### config.mk
export PLATFORM = sky130hd
export DESIGN_NAME = clock_time_counter_flat
export DESIGN_NICKNAME = d
export VERILOG_FILES = /design/src/rtl/clock_time_counter_if.sv /design/src/rtl/clock_time_counter.sv /design/src/flat_wrapper.sv
export SDC_FILE = /design/constraint.sdc
export NUM_CORES = 1
export LEC_CHECK = 0
export BUFFER_PORTS_ARGS = -buffer_cell sky130_fd_sc_hd__buf_2
export CORE_UTILIZATION = 58
export CTS_BUF_LIST = sky130_fd_sc_hd__clkbuf_4 sky130_fd_sc_hd__clkbuf_8
export DETAILED_ROUTE_END_ITERATION = 10
export GPL_ROUTABILITY_DRIVEN = 0
export MAX_ROUTING_LAYER = met4
export PLACE_DENSITY = 0.9
export SLEW_MARGIN = 20
export SYNTH_ARGS = -nofsm -noshare
export SYNTH_HDL_FRONTEND = slang
export SYNTH_SLANG_ARGS = --single-unit
export TNS_END_PERCENT = 100
### constraint.sdc
create_clock -name clk -period 2.8 [get_ports clk]
set_input_delay 0.42 -clock clk [delete_from_list [all_inputs] [get_ports clk]]
set_output_delay 0.42 -clock clk [all_outputs]
set_load 0.05 [all_outputs]
### src/rtl/clock_time_counter_if.sv
// ---------------------------------------------------------------------------
// clock_time_counter_if
//   Groups the control and time signals of the clock_time_counter core.
//   master : the controller side (drives run/load/step, observes time)
//   slave  : the timekeeping core
//
//   en                  run (1) / stop (0), level
//   set_req             load request, acted on at its rising edge
//   set_hr/min/sec      load value, binary
//   inc_min/inc_hr      single-cycle manual step pulses (stopped only)
//   hr/min/sec          current time, binary
//   set_ack/set_err     one-cycle load accept / reject pulses
//   sec_pulse           one-cycle pulse on every tick-driven seconds advance
//   day_wrap            one-cycle pulse on 23:59:59 -> 00:00:00
// ---------------------------------------------------------------------------
interface clock_time_counter_if;
    logic       en;
    logic       set_req;
    logic [4:0] set_hr;
    logic [5:0] set_min;
    logic [5:0] set_sec;
    logic       inc_min;
    logic       inc_hr;
    logic [4:0] hr;
    logic [5:0] min;
    logic [5:0] sec;
    logic       set_ack;
    logic       set_err;
    logic       sec_pulse;
    logic       day_wrap;

    modport master (
        output en, set_req, set_hr, set_min, set_sec, inc_min, inc_hr,
        input  hr, min, sec, set_ack, set_err, sec_pulse, day_wrap
    );

    modport slave (
        input  en, set_req, set_hr, set_min, set_sec, inc_min, inc_hr,
        output hr, min, sec, set_ack, set_err, sec_pulse, day_wrap
    );
endinterface

### src/rtl/clock_time_counter.sv
// ---------------------------------------------------------------------------
// clock_time_counter
//   24-hour hh:mm:ss timekeeping core. A prescaler divides clk by DIV to make
//   a 1 Hz tick while running; time can be loaded through a req/ack
//   handshake with range checking and stepped manually while stopped.
//
//   Ports:
//     clk    system clock, rising edge
//     reset  asynchronous, active-low reset
//     bus    clock_time_counter_if.slave (run/load/step in, time/pulses out)
//
//   Parameter:
//     DIV    clk cycles per second (>= 2)
// ---------------------------------------------------------------------------
module clock_time_counter #(
    parameter int DIV = 100000000
) (
    input  logic                  clk,
    input  logic                  reset,
    clock_time_counter_if.slave   bus
);

    localparam int                CNT_W     = (DIV > 1) ? $clog2(DIV) : 1;
    localparam logic [CNT_W-1:0]  PRESC_MAX = CNT_W'(DIV - 1);

    localparam logic [0:0] ST_STOPPED = 1'b0;
    localparam logic [0:0] ST_RUNNING = 1'b1;

    logic [0:0]       r_state;
    logic [CNT_W-1:0] r_presc;
    logic [4:0]       r_hr;
    logic [5:0]       r_min;
    logic [5:0]       r_sec;
    logic             r_req_d;
    logic             r_set_ack;
    logic             r_set_err;
    logic             r_sec_pulse;
    logic             r_day_wrap;

    logic [0:0]       w_next_state;
    logic             w_tick;
    logic             w_set_rise;
    logic             w_set_ok;
    logic             w_load;
    logic             w_reject;
    logic             w_step_ok;
    logic             w_midnight;
    logic [CNT_W-1:0] w_presc_nxt;
    logic [4:0]       w_hr_nxt;
    logic [5:0]       w_min_nxt;
    logic [5:0]       w_sec_nxt;

    assign w_next_state = bus.en ? ST_RUNNING : ST_STOPPED;
    assign w_tick       = (r_state == ST_RUNNING) && (r_presc == PRESC_MAX);
    assign w_set_rise   = bus.set_req && !r_req_d;
    assign w_set_ok     = (bus.set_hr < 5'd24) && (bus.set_min < 6'd60) &&
                          (bus.set_sec < 6'd60);
    assign w_load       = w_set_rise && w_set_ok;
    assign w_reject     = w_set_rise && !w_set_ok;
    // Manual steps are judged against the state being entered, so a step
    // arriving with en rising is dropped.
    assign w_step_ok    = (r_state == ST_STOPPED) && (w_next_state == ST_STOPPED);
    assign w_midnight   = (r_hr == 5'd23) && (r_min == 6'd59) && (r_sec == 6'd59);

    // Prescaler: held at zero while stopped, cleared when leaving RUNNING and
    // on an accepted load so the next second is always a full DIV cycles.
    always_comb begin
        // NOTE: every always_comb output gets a default first so no path can
        // infer a latch.
        w_presc_nxt = '0;
        if ((r_state == ST_RUNNING) && (w_next_state == ST_RUNNING) && !w_load) begin
            w_presc_nxt = w_tick ? '0 : r_presc + CNT_W'(1);
        end
    end

    // Time update: load beats tick beats manual step.
    always_comb begin
        w_hr_nxt  = r_hr;
        w_min_nxt = r_min;
        w_sec_nxt = r_sec;
        if (w_load) begin
            w_hr_nxt  = bus.set_hr;
            w_min_nxt = bus.set_min;
            w_sec_nxt = bus.set_sec;
        end else if (w_tick) begin
            if (r_sec == 6'd59) begin
                w_sec_nxt = '0;
                if (r_min == 6'd59) begin
                    w_min_nxt = '0;
                    w_hr_nxt  = (r_hr == 5'd23) ? 5'd0 : r_hr + 5'd1;
                end else begin
                    w_min_nxt = r_min + 6'd1;
                end
            end else begin
                w_sec_nxt = r_sec + 6'd1;
            end
        end else if (w_step_ok) begin
            if (bus.inc_min) begin
                w_min_nxt = (r_min == 6'd59) ? 6'd0 : r_min + 6'd1;
            end
            if (bus.inc_hr) begin
                w_hr_nxt = (r_hr == 5'd23) ? 5'd0 : r_hr + 5'd1;
            end
        end
    end

    always_ff @(posedge clk or negedge reset) begin
        if (!reset) begin
            r_state     <= ST_STOPPED;
            r_presc     <= '0;
            r_hr        <= '0;
            r_min       <= '0;
            r_sec       <= '0;
            // Seeded high so a request held through reset release is not
            // mistaken for a fresh rising edge.
            r_req_d     <= 1'b1;
            r_set_ack   <= 1'b0;
            r_set_err   <= 1'b0;
            r_sec_pulse <= 1'b0;
            r_day_wrap  <= 1'b0;
        end else begin
            // NOTE: sequential state uses non-blocking assignments so every
            // register samples pre-edge values.
            r_state     <= w_next_state;
            r_presc     <= w_presc_nxt;
            r_hr        <= w_hr_nxt;
            r_min       <= w_min_nxt;
            r_sec       <= w_sec_nxt;
            r_req_d     <= bus.set_req;
            r_set_ack   <= w_load;
            r_set_err   <= w_reject;
            r_sec_pulse <= w_tick && !w_load;
            r_day_wrap  <= w_tick && !w_load && w_midnight;
        end
    end

    assign bus.hr        = r_hr;
    assign bus.min       = r_min;
    assign bus.sec       = r_sec;
    assign bus.set_ack   = r_set_ack;
    assign bus.set_err   = r_set_err;
    assign bus.sec_pulse = r_sec_pulse;
    assign bus.day_wrap  = r_day_wrap;

endmodule
### src/flat_wrapper.sv
// flat-port wrapper written by rule: the top's interface ports become plain ports
module clock_time_counter_flat 
#(
    parameter int DIV = 100000000
)
  (clk, reset, bus_en, bus_set_req, bus_set_hr, bus_set_min, bus_set_sec, bus_inc_min, bus_inc_hr, bus_hr, bus_min, bus_sec, bus_set_ack, bus_set_err, bus_sec_pulse, bus_day_wrap);
  clock_time_counter_if bus_i ();
  input  logic clk;
  input  logic reset;
  input wire logic [$bits(bus_i.en)-1:0] bus_en;
  input wire logic [$bits(bus_i.set_req)-1:0] bus_set_req;
  input wire logic [$bits(bus_i.set_hr)-1:0] bus_set_hr;
  input wire logic [$bits(bus_i.set_min)-1:0] bus_set_min;
  input wire logic [$bits(bus_i.set_sec)-1:0] bus_set_sec;
  input wire logic [$bits(bus_i.inc_min)-1:0] bus_inc_min;
  input wire logic [$bits(bus_i.inc_hr)-1:0] bus_inc_hr;
  output wire logic [$bits(bus_i.hr)-1:0] bus_hr;
  output wire logic [$bits(bus_i.min)-1:0] bus_min;
  output wire logic [$bits(bus_i.sec)-1:0] bus_sec;
  output wire logic [$bits(bus_i.set_ack)-1:0] bus_set_ack;
  output wire logic [$bits(bus_i.set_err)-1:0] bus_set_err;
  output wire logic [$bits(bus_i.sec_pulse)-1:0] bus_sec_pulse;
  output wire logic [$bits(bus_i.day_wrap)-1:0] bus_day_wrap;
  assign bus_i.en = bus_en;
  assign bus_i.set_req = bus_set_req;
  assign bus_i.set_hr = bus_set_hr;
  assign bus_i.set_min = bus_set_min;
  assign bus_i.set_sec = bus_set_sec;
  assign bus_i.inc_min = bus_inc_min;
  assign bus_i.inc_hr = bus_inc_hr;
  assign bus_hr = bus_i.hr;
  assign bus_min = bus_i.min;
  assign bus_sec = bus_i.sec;
  assign bus_set_ack = bus_i.set_ack;
  assign bus_set_err = bus_i.set_err;
  assign bus_sec_pulse = bus_i.sec_pulse;
  assign bus_day_wrap = bus_i.day_wrap;
  clock_time_counter #(.DIV(DIV)) u_core (.clk(clk), .reset(reset), .bus(bus_i));
endmodule
==> results.yml, run 1 <==
sta:
  clock.fmax_ghz: 0.381
  slew_violations: 0
  rsz0062_at_grt: "no"
  tightest_slew_ps: 751
  min_period_ps: 2630
  hold_viol_final: 0
  period_share_pct: 93.8
  max_slew_margin_pct: 49.8
  setup-violations-final: 0
  fin_skew_ps: 6.28
  tns_ps: 0
route:
  detail_route.wl_per_cell_um: 15.6
  drc: 0
  first_pass_iters: 4
  vias: 2207
  drtAntennaViolNets: 0
  drt-initial-drc-count: 134
  viasPerCell: 5.92
  wl_mm: 5.81
final_layout:
  final_cell_mix: "49 x dfrtp_1, 48 x nor2_1, 43 x buf_2"
  final_common_cell: "dfrtp_1"
  multiInputGateArea_mm2: 0.00121
  final_cell_area_mm2: 0.00295
  layout-drive-gt1-share_pct: 18.9
  nFillCells: 299
  diodes: 0
  seqCellArea_mm2: 0.00125
  area_growth_pct: 17.2
  fin_nets: 349
setup_path:
  timing.critical_path.from_type: "register"
  reg2reg_depth: 7
  cp_data_arrival_time_ps: 2880
  cp_max_fo: 9
  cp_data_required_time_ps: 3050
  path_class: "reg2reg"
  endpoint_kind: "register"
cts:
  postCtsHoldBufs: 0
  worstSkewPairLatency_ps: 310
  clkTransAtPathRegs_ps: 90
  cts-resized-gates: 0
  root_buffer: "clkbuf_8"
  clk_path_buf_depth: 2
  cts_setup_buffers: 0
  numCtsBuffers: 5
  htreeDepth: 2
  cts.sinks: 50
  cts_tree: "done"
global_route:
  grtUsageTotal_pct: 28.6
  grt_start_max_net_pins: 28
  grt_pass1_wl_mm: 9.48
  grt-ovfl-total: 0
  antenna_found_initial: 0
  first_global_vias: 2090
synthesis:
  syn_area_per_cell_um2: 9.23
  synth_nets: 300
  ys_types: 33
  netlist_instances: 273
  synthesis.area_mm2: 0.00252
  ys_warn_count: 0
  seq_area_frac_synth_pct: 49.7
  synthArstFlopShare_pct: 100
  ys_ff_latch: 50
  synth_edf_count: 0
  synth_flop_cell: "dfrtp_1"
die:
  core_area_mm2: 0.00409
  die_w_um: 67.9
  io_pins: 44
  rows: 23
  die_area_mm2: 0.00461
  die_h_um: 67.9
  start_util_pct: 61.7
outcome:
  status: "completed"
power:
  p_leak_uw: 0.00127
  vdd_drop_max_uv: 394
  p_per_area_mw_per_mm2: 641
placement:
  place_area_mm2: 0.00282
  io_buffers: 43
  dp_hpwl_mm: 4.00
job:
  max_cap_viol_count: 0
worst_hold_path:
  hold_class: "in2async"
[final timing paths]
| check | from | endpoint | slack [ps] |
|---|---|---|---|
| max in group asynchronous | reset | u_core.bus.min[2] | 1950 |
| hold / removal | reset | u_core.bus.sec[2] | 110 |
| setup / recovery | u_core.r_presc[11] | u_core.bus.sec[5] | 170 |
| min in group clk | bus_set_req | u_core.r_req_d | 230 |
| setup reg to reg | u_core.r_presc[11] | u_core.bus.sec[5] | 170 |
| hold reg to reg | u_core.r_presc[0] | u_core.r_presc[0] | 490 |
[sequential cells by signal, summed over array words and instances, names as in the netlist]
| name | flops |
|---|---|
| u_core.bus.day_wrap | 1 |
| u_core.bus.hr | 5 |
| u_core.bus.min | 6 |
| u_core.bus.sec | 6 |
| u_core.bus.sec_pulse | 1 |
| u_core.bus.set_ack | 1 |
| u_core.bus.set_err | 1 |
| u_core.r_presc | 27 |
| u_core.r_req_d | 1 |
| u_core.r_state | 1 |
[synthesized netlist by cell type (2+ instances only)]
cell type / n / share of area, %
a21oi_1: 9 / 1.8
a2bb2oi_1: 2 / 0.70
a31oi_1: 11 / 2.7
and2_1: 2 / 0.50
and3_1: 2 / 0.50
and4_1: 5 / 1.7
clkbuf_1: 7 / 1.0
dfrtp_1: 49 / 49
ha_1: 4 / 2.0
inv_1: 9 / 1.3
nand2_1: 28 / 4.2
nand3_1: 11 / 2.2
nand4_1: 10 / 2.5
nor2_1: 48 / 7.1
nor2b_1: 4 / 0.99
nor3_1: 3 / 0.60
nor3b_1: 3 / 0.89
nor4_1: 3 / 0.74
o21ai_0: 16 / 3.2
or3_1: 8 / 2.0
or4_1: 6 / 1.8
xnor2_1: 10 / 3.5
xor2_1: 13 / 4.5
[power breakdown]
group          internal (µW)  switching (µW)  total [µW]
Combinational            116             325         442
Clock                    358             246         604
Sequential               778            69.2         847
[worst max-delay path, stage by stage, from the launching register on]
cell and delay, ps:
dfrtp_1 450, or4_1 600, nor4_4 290, nand3_2 210, buf_4 220, or4_1 490
a21oi_1 160, o22a_1 150
[layout make-up]
| class | instances | share of cell area (%) |
|---|---|---|
| sequential | 50 | 42.4 |
| multi-input combinational | 207 | 40.9 |
| timing repair buffer | 49 | 8.81 |
| clock buffer | 5 | 2.33 |
| clock inverter | 3 | 2.33 |
| tap | 50 | 2.12 |
| inverter | 9 | 1.14 |
[stage by stage]
step                      cells  utilization, %  power, µW  hold slack, ps  worst slack, ps
final                       373            72.3       1890             111              173
after floorplan             273               -       1160             124              216
after CTS                   373            72.3       1900             120              171
after detailed placement    365            68.9       1290             460              206
after global routing        373            72.3       1970             138             20.0
after global placement      365            68.9       1280             455              306
[layer usage]
layer	part of all wire [%]	up-vias	track usage, %	routed length [µm]
li1	-	1052	-	-
met1	43	1055	36.6	2470
met2	50	92	44.9	2930
met3	5.7	8	5.67	331
met4	1.4	0	10.7	82
met5	0	-	-	0
[cells by family (layout without fill, tap and decap cells)]
family | count (synthesis) | after routing | share of synthesized area, %
AO/OA/AOI/OAI | 40 | 40 | 9.09
XOR/XNOR | 23 | 23 | 7.99
adder cells (fa/ha/maj) | 4 | 4 | 1.99
buffers and inverters | 16 | 66 | 2.38
flip-flops | 50 | 50 | 49.7
multiplexers | 1 | 1 | 0.397
AND/OR/NAND/NOR | 139 | 139 | 28.5
No activity file was read; power rests on OpenSTA's default activity.
==> inputs of run 2 (changes only) <==
--- a/config.mk
+++ b/config.mk
@@ -5,13 +5,14 @@
 export SDC_FILE = /design/constraint.sdc
 export NUM_CORES = 1
 export LEC_CHECK = 0
-export BUFFER_PORTS_ARGS = -buffer_cell sky130_fd_sc_hd__buf_2
+export BUFFER_PORTS_ARGS = -buffer_cell sky130_fd_sc_hd__buf_4
 export CORE_UTILIZATION = 58
 export CTS_BUF_LIST = sky130_fd_sc_hd__clkbuf_4 sky130_fd_sc_hd__clkbuf_8
 export DETAILED_ROUTE_END_ITERATION = 10
 export GPL_ROUTABILITY_DRIVEN = 0
 export MAX_ROUTING_LAYER = met4
 export PLACE_DENSITY = 0.9
+export SKIP_CTS_REPAIR_TIMING = 1
 export SLEW_MARGIN = 20
 export SYNTH_ARGS = -nofsm -noshare
 export SYNTH_HDL_FRONTEND = slang
==> run 2 against run 1 <==
Worst setup slack gained 14 ps. Die area is the same. Clock power shrank 26%. Clock skew grew 8.7 ps. Power shrank 6.4%. Critical path type unchanged. Register-to-register slack is essentially flat. Design area grew 2.1%. Critical endpoint is now u_core.bus.hr[4]. Sequential cell count is the same. Sequential share of layout area shrank 0.88 points. Worst hold slack gained 18 ps. Non-clock buffer count shrank 1.
==> results.yml, run 2 (synthesized netlist as in run 1, its figures left out) <==
outcome:
  status: "completed"
route:
  drt-initial-drc-count: 172
  viasPerCell: 5.81
  wl_mm: 5.56
  detail_route.wl_per_cell_um: 14.9
  first_pass_iters: 4
  drc: 0
  vias: 2160
  drtAntennaViolNets: 0
power:
  clockPowerShare_pct: 25.3
  p_per_area_mw_per_mm2: 587
  pwr-share-seq_pct: 47.6
  p_comb_share_pct: 27.0
  vdd_drop_max_uv: 496
  p_leak_uw: 0.00128
  swShare_pct: 35.9
  power.switching_uw: 636
  p_int_uw: 1140
  power.total_uw: 1770
setup_path:
  reg2reg_slack_ps: 190
  cp_data_arrival_time_ps: 2840
  cp_max_fo: 9
  r2r-start: "u_core.r_presc[11]"
  cp_data_required_time_ps: 3020
  regToRegEndpoint: "u_core.bus.hr[4]"
  endpoint_kind: "register"
  reg2reg_depth: 6
  timing.critical_path.from_type: "register"
  path_class: "reg2reg"
sta:
  setup-violations-final: 0
  clock.fmax_ghz: 0.383
  fin_skew_ps: 14.9
  tightest_slew_ps: 722
  slew_violations: 0
  min_period_ps: 2610
  hold_viol_final: 0
  rsz0062_at_grt: "no"
  period_share_pct: 93.3
  max_slew_margin_pct: 51.7
  tns_ps: 0
cts:
  htreeDepth: 2
  numCtsBuffers: 5
  clkTransAtPathRegs_ps: 100
  clk_path_buf_depth: 2
  cts.sinks: 50
  root_buffer: "clkbuf_8"
  cts_tree: "done"
  worstSkewPairLatency_ps: 310
global_route:
  grt_start_max_net_pins: 51
  grt_pass1_wl_mm: 9.31
  first_global_vias: 2064
  grtUsageTotal_pct: 28.2
  grt-ovfl-total: 0
  antenna_found_initial: 0
final_layout:
  nFillCells: 297
  largest_reg_flops: 27
  regMostFlops: "u_core.r_presc"
  diodes: 0
  area_growth_pct: 19.7
  seqCellArea_mm2: 0.00125
  layout-drive-gt1-share_pct: 18.6
  fin_nets: 348
  final_cell_mix: "49 x dfrtp_1, 48 x nor2_1, 48 x buf_4"
  final_common_cell: "dfrtp_1"
  multiInputGateArea_mm2: 0.00121
placement:
  dp_hpwl_mm: 3.85
  io_buffers: 43
job:
  max_cap_viol_count: 0
die:
  die_h_um: 67.9
  start_util_pct: 61.7
  die_w_um: 67.9
  rows: 23
  die_area_mm2: 0.00461
  io_pins: 44
  core_area_mm2: 0.00409
worst_hold_path:
  hold_class: "in2async"
## run 2: cell types whose count changed in the layout (fill, tap and decap cells not counted), sizes merged
cell / delta
clkinv: +1
bufinv: -2
buf: -1
clkbuf: +1
## run 2: worst max-delay path by stage
stage / start / to / slack, ps / cells after the start
4_1_cts: u_core.r_presc[11] / u_core.bus.hr[4] / 190 / 6
5_1_grt: u_core.r_presc[11] / u_core.bus.hr[4] / 100 / 6
2_1_floorplan: u_core.bus.min[0] / u_core.bus.hr[4] / 220 / 7
3_3_place_gp: u_core.r_presc[12] / u_core.bus.sec[5] / 290 / 7
6_report: u_core.r_presc[11] / u_core.bus.hr[4] / 190 / 6
3_5_place_dp: u_core.r_presc[11] / u_core.bus.sec[5] / 270 / 7
## run 2: layout make-up
| class | count | area share, % |
|---|---|---|
| sequential | 50 | 41.5 |
| multi-input combinational | 207 | 40.0 |
| timing repair buffer | 48 | 11.9 |
| tap | 50 | 2.07 |
| clock inverter | 2 | 0.581 |
| inverter | 9 | 1.12 |
| clock buffer | 6 | 2.74 |
## run 2: stage by stage
step | instance area [µm²] | std cells | hold slack [ps] | util (%) | setup WS, ps
after floorplan | 2520 | 273 | 124 | - | 216
after global placement | 2920 | 364 | 465 | 71.4 | 294
after detailed placement | 2920 | 364 | 479 | 71.4 | 268
after CTS | 3020 | 372 | 144 | 73.8 | 191
after global routing | 3020 | 372 | 170 | 73.8 | 98.1
final | 3020 | 372 | 129 | 73.8 | 186
## run 2: metal layers
layer | vias to the layer above | global-route usage, % | part of all wire [%]
met3 | 4 | 5.67 | 5.6
met2 | 73 | 44.9 | 50
met4 | 0 | 9.11 | 0.88
met5 | - | - | 0
met1 | 1025 | 36.0 | 44
li1 | 1058 | - | -
## run 2: critical path, stage by stage, from the launching register on
cell and delay (ps):
dfrtp_1 450, or4_1 590, nor4_4 270, nand3_2 200
a2bb2oi_1 260, or4b_1 530, a31oi_1 230
## run 2: power groups by stage
stage	combinational, µW	sequential (µW)	clock (µW)
after global placement	468	855	0
after CTS	482	843	459
after global routing	515	855	487
after floorplan	127	1030	0
after detailed placement	479	855	0
final	479	844	449
